## config.mk

```make
export PLATFORM = sky130hd
export DESIGN_NAME = iq_stream_arbiter
export DESIGN_NICKNAME = d
export VERILOG_FILES = /design/src/rtl/iq_stream_arbiter.sv
export SDC_FILE = /design/constraint.sdc
export NUM_CORES = 1
export LEC_CHECK = 0
export CAP_MARGIN = 20
export CORE_MARGIN = 1
export CORE_UTILIZATION = 28
export CTS_CLUSTER_SIZE = 28
export DETAILED_ROUTE_END_ITERATION = 12
export REMOVE_ABC_BUFFERS = 1
export SLEW_MARGIN = 10
export SYNTH_ARGS = -nofsm -noshare
export SYNTH_HDL_FRONTEND = slang
export SYNTH_SLANG_ARGS = --single-unit
```

## constraint.sdc

```tcl
create_clock -name iclk -period 4 [get_ports iclk]
set_input_delay 0.8 -clock iclk [delete_from_list [all_inputs] [get_ports iclk]]
set_output_delay 0.8 -clock iclk [all_outputs]
set_load 0.02 [all_outputs]
```

## src/rtl/iq_stream_arbiter.sv

```systemverilog
// iq_stream_arbiter: round-robin burst arbiter feeding N_CH IQ streams into one registered output
module iq_stream_arbiter #(
  parameter int N_CH = 4,
  parameter int DW = 16,
  parameter int BURST = 8,
  localparam int CHW = $clog2(N_CH)
) (
  input  logic                 iclk,
  input  logic                 irst_n,
  input  logic [N_CH-1:0]      i_ch_en,
  input  logic [N_CH-1:0]      i_valid,
  output logic [N_CH-1:0]      o_ready,
  input  logic [N_CH*DW-1:0]   i_i,
  input  logic [N_CH*DW-1:0]   i_q,
  output logic                 o_valid,
  input  logic                 i_ready,
  output logic [DW-1:0]        o_i,
  output logic [DW-1:0]        o_q,
  output logic [CHW-1:0]       o_ch,
  output logic                 o_busy
);
  typedef enum logic {IDLE, GRANT} state_t;
  state_t state, state_n;
  logic [CHW-1:0] gnt, gnt_n, last, last_n, pick, idx;
  logic [7:0] cnt, cnt_n;
  logic [N_CH-1:0] req;
  logic found, xfer, g_en, g_vld;
  assign req = i_valid & i_ch_en;
  assign g_en = i_ch_en[gnt];
  assign g_vld = i_valid[gnt];
  assign o_busy = state == GRANT;
  assign o_ready = (o_busy && g_en && (!o_valid || i_ready)) ? {{(N_CH-1){1'b0}}, 1'b1} << gnt : '0;
  assign xfer = |(o_ready & i_valid);
  always_comb begin
    pick = '0;
    idx = '0;
    found = 1'b0;
    for (int j = 1; j <= N_CH; j++) begin
      idx = CHW'((int'(last) + j) % N_CH);
      if (!found && req[idx]) begin
        pick = idx;
        found = 1'b1;
      end
    end
  end
  always_comb begin
    state_n = state;
    gnt_n = gnt;
    last_n = last;
    cnt_n = cnt;
    if (state == IDLE) begin
      if (found) begin
        state_n = GRANT;
        gnt_n = pick;
        cnt_n = '0;
      end
    end else if (xfer) begin
      cnt_n = cnt + 8'd1;
      if (cnt == 8'(BURST - 1)) begin
        state_n = IDLE;
        last_n = gnt;
      end
    end else if (!g_vld || !g_en) begin
      state_n = IDLE;
      last_n = gnt;
    end
  end
  always_ff @(posedge iclk or negedge irst_n) begin
    if (!irst_n) begin
      state <= IDLE;
      gnt <= '0;
      last <= CHW'(N_CH - 1);
      cnt <= '0;
    end else begin
      state <= state_n;
      gnt <= gnt_n;
      last <= last_n;
      cnt <= cnt_n;
    end
  end
  always_ff @(posedge iclk or negedge irst_n) begin
    if (!irst_n) begin
      o_valid <= 1'b0;
      o_i <= '0;
      o_q <= '0;
      o_ch <= '0;
    end else if (xfer) begin
      o_valid <= 1'b1;
      o_i <= i_i[gnt*DW +: DW];
      o_q <= i_q[gnt*DW +: DW];
      o_ch <= gnt;
    end else if (i_ready) begin
      o_valid <= 1'b0;
    end
  end
endmodule
```

==> qor.txt <==
Status: finished, final reports clean
Pint: 2.019 mW
Post-CTS setup buffers: 0
Yosys warns: 0
Kind of critical path: in -> out
Reg-to-reg endpoint: cnt[3]$_DFFE_PN0P_
Final slew viol count: 0
CTS resizes: 0
DRT iter0 DRCs: 141
R2R cell count: 5
Static leakage: 1.960 nW
DP Area: 4921 µm²
Worst setup SP type: input pin
Row count: 37
Synth area leaders: dfrtp_1 38%, mux4_2 25%, mux2_4 14%, buf_6 1.8%, mux2_2 1.8%
Diode count: 0
Via count: 2,623
GRT Util Overall: 0.1613
CP Max Fanout: 6
Core Region: 10,460 µm²
Routed WL per cell: 17.31 µm
Asr flop ratio synth: 1.000
WL final: 9018 µm
IO Count: 179
Final Hold Violating Endpoints: 0
Sw frac: 0.3591
Syn Area/Cell: 14.41 µm²
RR Startpoint: gnt[1]$_DFFE_PN0P_
Die height: 106.4 µm
Root buf cell: clkbuf_8
H-tree levels: 2
TritonCTS clock tree: built
# DRC: 0
Worst skew pair latency: 290 ps
Filler cells: 988
Avg Vias per Cell: 5.035
Commonest non-fill, non-tap cells in the layout: 177 x clkdlybuf4s50_1, 44 x dfrtp_1, 34 x mux4_2
Hold Crit Class: in -> async
Setup violations, final: 0
Comb pwr share: 0.618
Clock Tree Buf Depth: 2
Final total power: 3.150 mW
DRT antenna net count: 0
Die area: 11,330 µm²
Register area share after synthesis: 0.3941
Starting density of the core: 0.2919
Final instance area: 5029 µm²
Skew final: 5.295 ps
I/O Buffers: 178
Largest net degree at the start of global routing: 41
Worst Setup End Kind: primary output
Hold_buf cts: 0
GR Overflow Total: 0
Vias in the first global route: 2,773
Clk sink count: 48
Leading area contributor after synthesis: dfrtp_1
Synth Cell Area: 3054 µm²
EDFF count, synth: 0
TNS Setup: 0 ps
Main synth FF type: dfrtp_1
Final nets: 524
Max Cap Viol: 0
Worst vdd ir: 0.0003444 V
First-pass GRT wire length: 14,190 µm
NetSw: 1.131 mW
Power density over cell area: 626.5 nW/µm²
Share of layout cells above drive strength 1: 0.2234
Tcrit/Tclk final: 0.8583
Min cycle time layout: 3433 ps
Gp weighted congestion: 0.8068
Sequential power share: 0.274
Data arrival, critical path: 2630 ps
Number of synthesized register bits: 48
Worst R2R Setup Slack: 1460 ps
CTS clock-pin slew for the worst setup and hold paths: 90 ps
Relative max-transition margin: 0.5588
Yosys cell types: 38
Mapped Cells: 212
RSZ-0062 raised after global routing: no
Inserted Clock Buffers: 5
Yosys top cell area share: 0.3769
Commonest non-fill, non-tap cell in the layout: clkdlybuf4s50_1
Post-DP HPWL: 6894 µm
Worst Max-Slew Pin Slew: 661.9 ps
Critical Path RT: 3200 ps
Initial antenna violation count: 0
Area grow syn2layout: 64.65%
Die W: 106.4 µm
Fmax: 291.3 MHz
DR pass1 iterations: 4
Clk network pwr share: 0.108
synthesized netlist by cell type, types with 2 or more instances:
cell type,instances
a211o_1,3
nor4b_1,2
o21ai_0,9
a31o_2,2
clkbuf_1,4
buf_6,5
nand3_1,7
xnor2_1,2
dfstp_2,2
mux2_2,5
buf_2,6
nand2_1,12
inv_1,3
nor2_1,7
dfrtp_1,46
a21oi_1,3
mux2_4,29
mux4_2,34
nor3b_1,3
and3_1,2
mux2i_1,3
nor3_1,5
nand4_1,3
worst max path at each step:
stage,endpoint,start,depth (start not counted),slack (ps)
finish,o_ready[2],i_ch_en[3],5,570
floorplan,o_ready[2],gnt[0]$_DFFE_PN0P_,3,660
global placement,o_ready[0],i_ready,5,590
detailed placement,o_ready[2],i_ch_en[3],5,560
CTS,o_ready[0],i_ready,5,560
global route,o_ready[2],i_ch_en[3],5,450
metrics by stage:
step / hold slack (ps) / setup slack [ps] / cells / util
after CTS: 499.4 / 559.5 / 521 / 0.4806
after global placement: 478.8 / 589.9 / 513 / 0.4703
after detailed placement: 485.6 / 562.6 / 513 / 0.4703
after floorplan: 489.5 / 659.6 / 196 / -
final: 487.4 / 566.9 / 521 / 0.4806
after global routing: 510.6 / 451.7 / 521 / 0.4806
per-layer routing:
layer | global-route usage | share of wire
met5 | 0 | 0
met3 | 0.04966 | 0.096
met4 | 0.03229 | 0.0055
met2 | 0.2917 | 0.50
met1 | 0.1873 | 0.40
registers in the layout, indices dropped and copies added (netlist names):
name,cells
cnt,8
o_ch,2
o_q,16
o_busy,1
o_i,16
o_valid,1
gnt,2
last,2
final cells by class:
cell class                 instances  area [µm²]  share of cell area
tap                              136       170.2             0.03384
clock buffer                       6       72.57             0.01443
inverter                           3       11.26            0.002239
sequential                        48        1206              0.2399
timing repair buffer             181        1799              0.3578
multi-input combinational        145        1734              0.3449
clock inverter                     2       35.03            0.006967
critical path, stage by stage:
cell             delay [ps]
clkdlybuf4s50_1         500
mux4_2                  560
nand4_1                 170
nor2_1                   60
clkdlybuf4s50_1         550
power groups by stage:
stage	logic [mW]	clock network [mW]	registers [mW]
finish	1.95	0.340	0.865
global route	2.08	0.375	0.900
CTS	1.98	0.361	0.869
detailed placement	1.97	0	0.877
global placement	1.97	0	0.866
floorplan	0.897	0	1.18
cell families after synthesis:
| group | Yosys count | share of synthesized area |
|---|---|---|
| muxes | 71 | 0.4215 |
| DFF | 48 | 0.3941 |
| and+or+nand+nor | 44 | 0.07415 |
| AOI/OAI and AO/OA | 27 | 0.06228 |
| buffers and inverters | 19 | 0.03810 |
| xor gates and xnor gates | 2 | 0.005736 |
| adders and majority gates | 1 | 0.004096 |
Power figures use the tool's default switching activity.
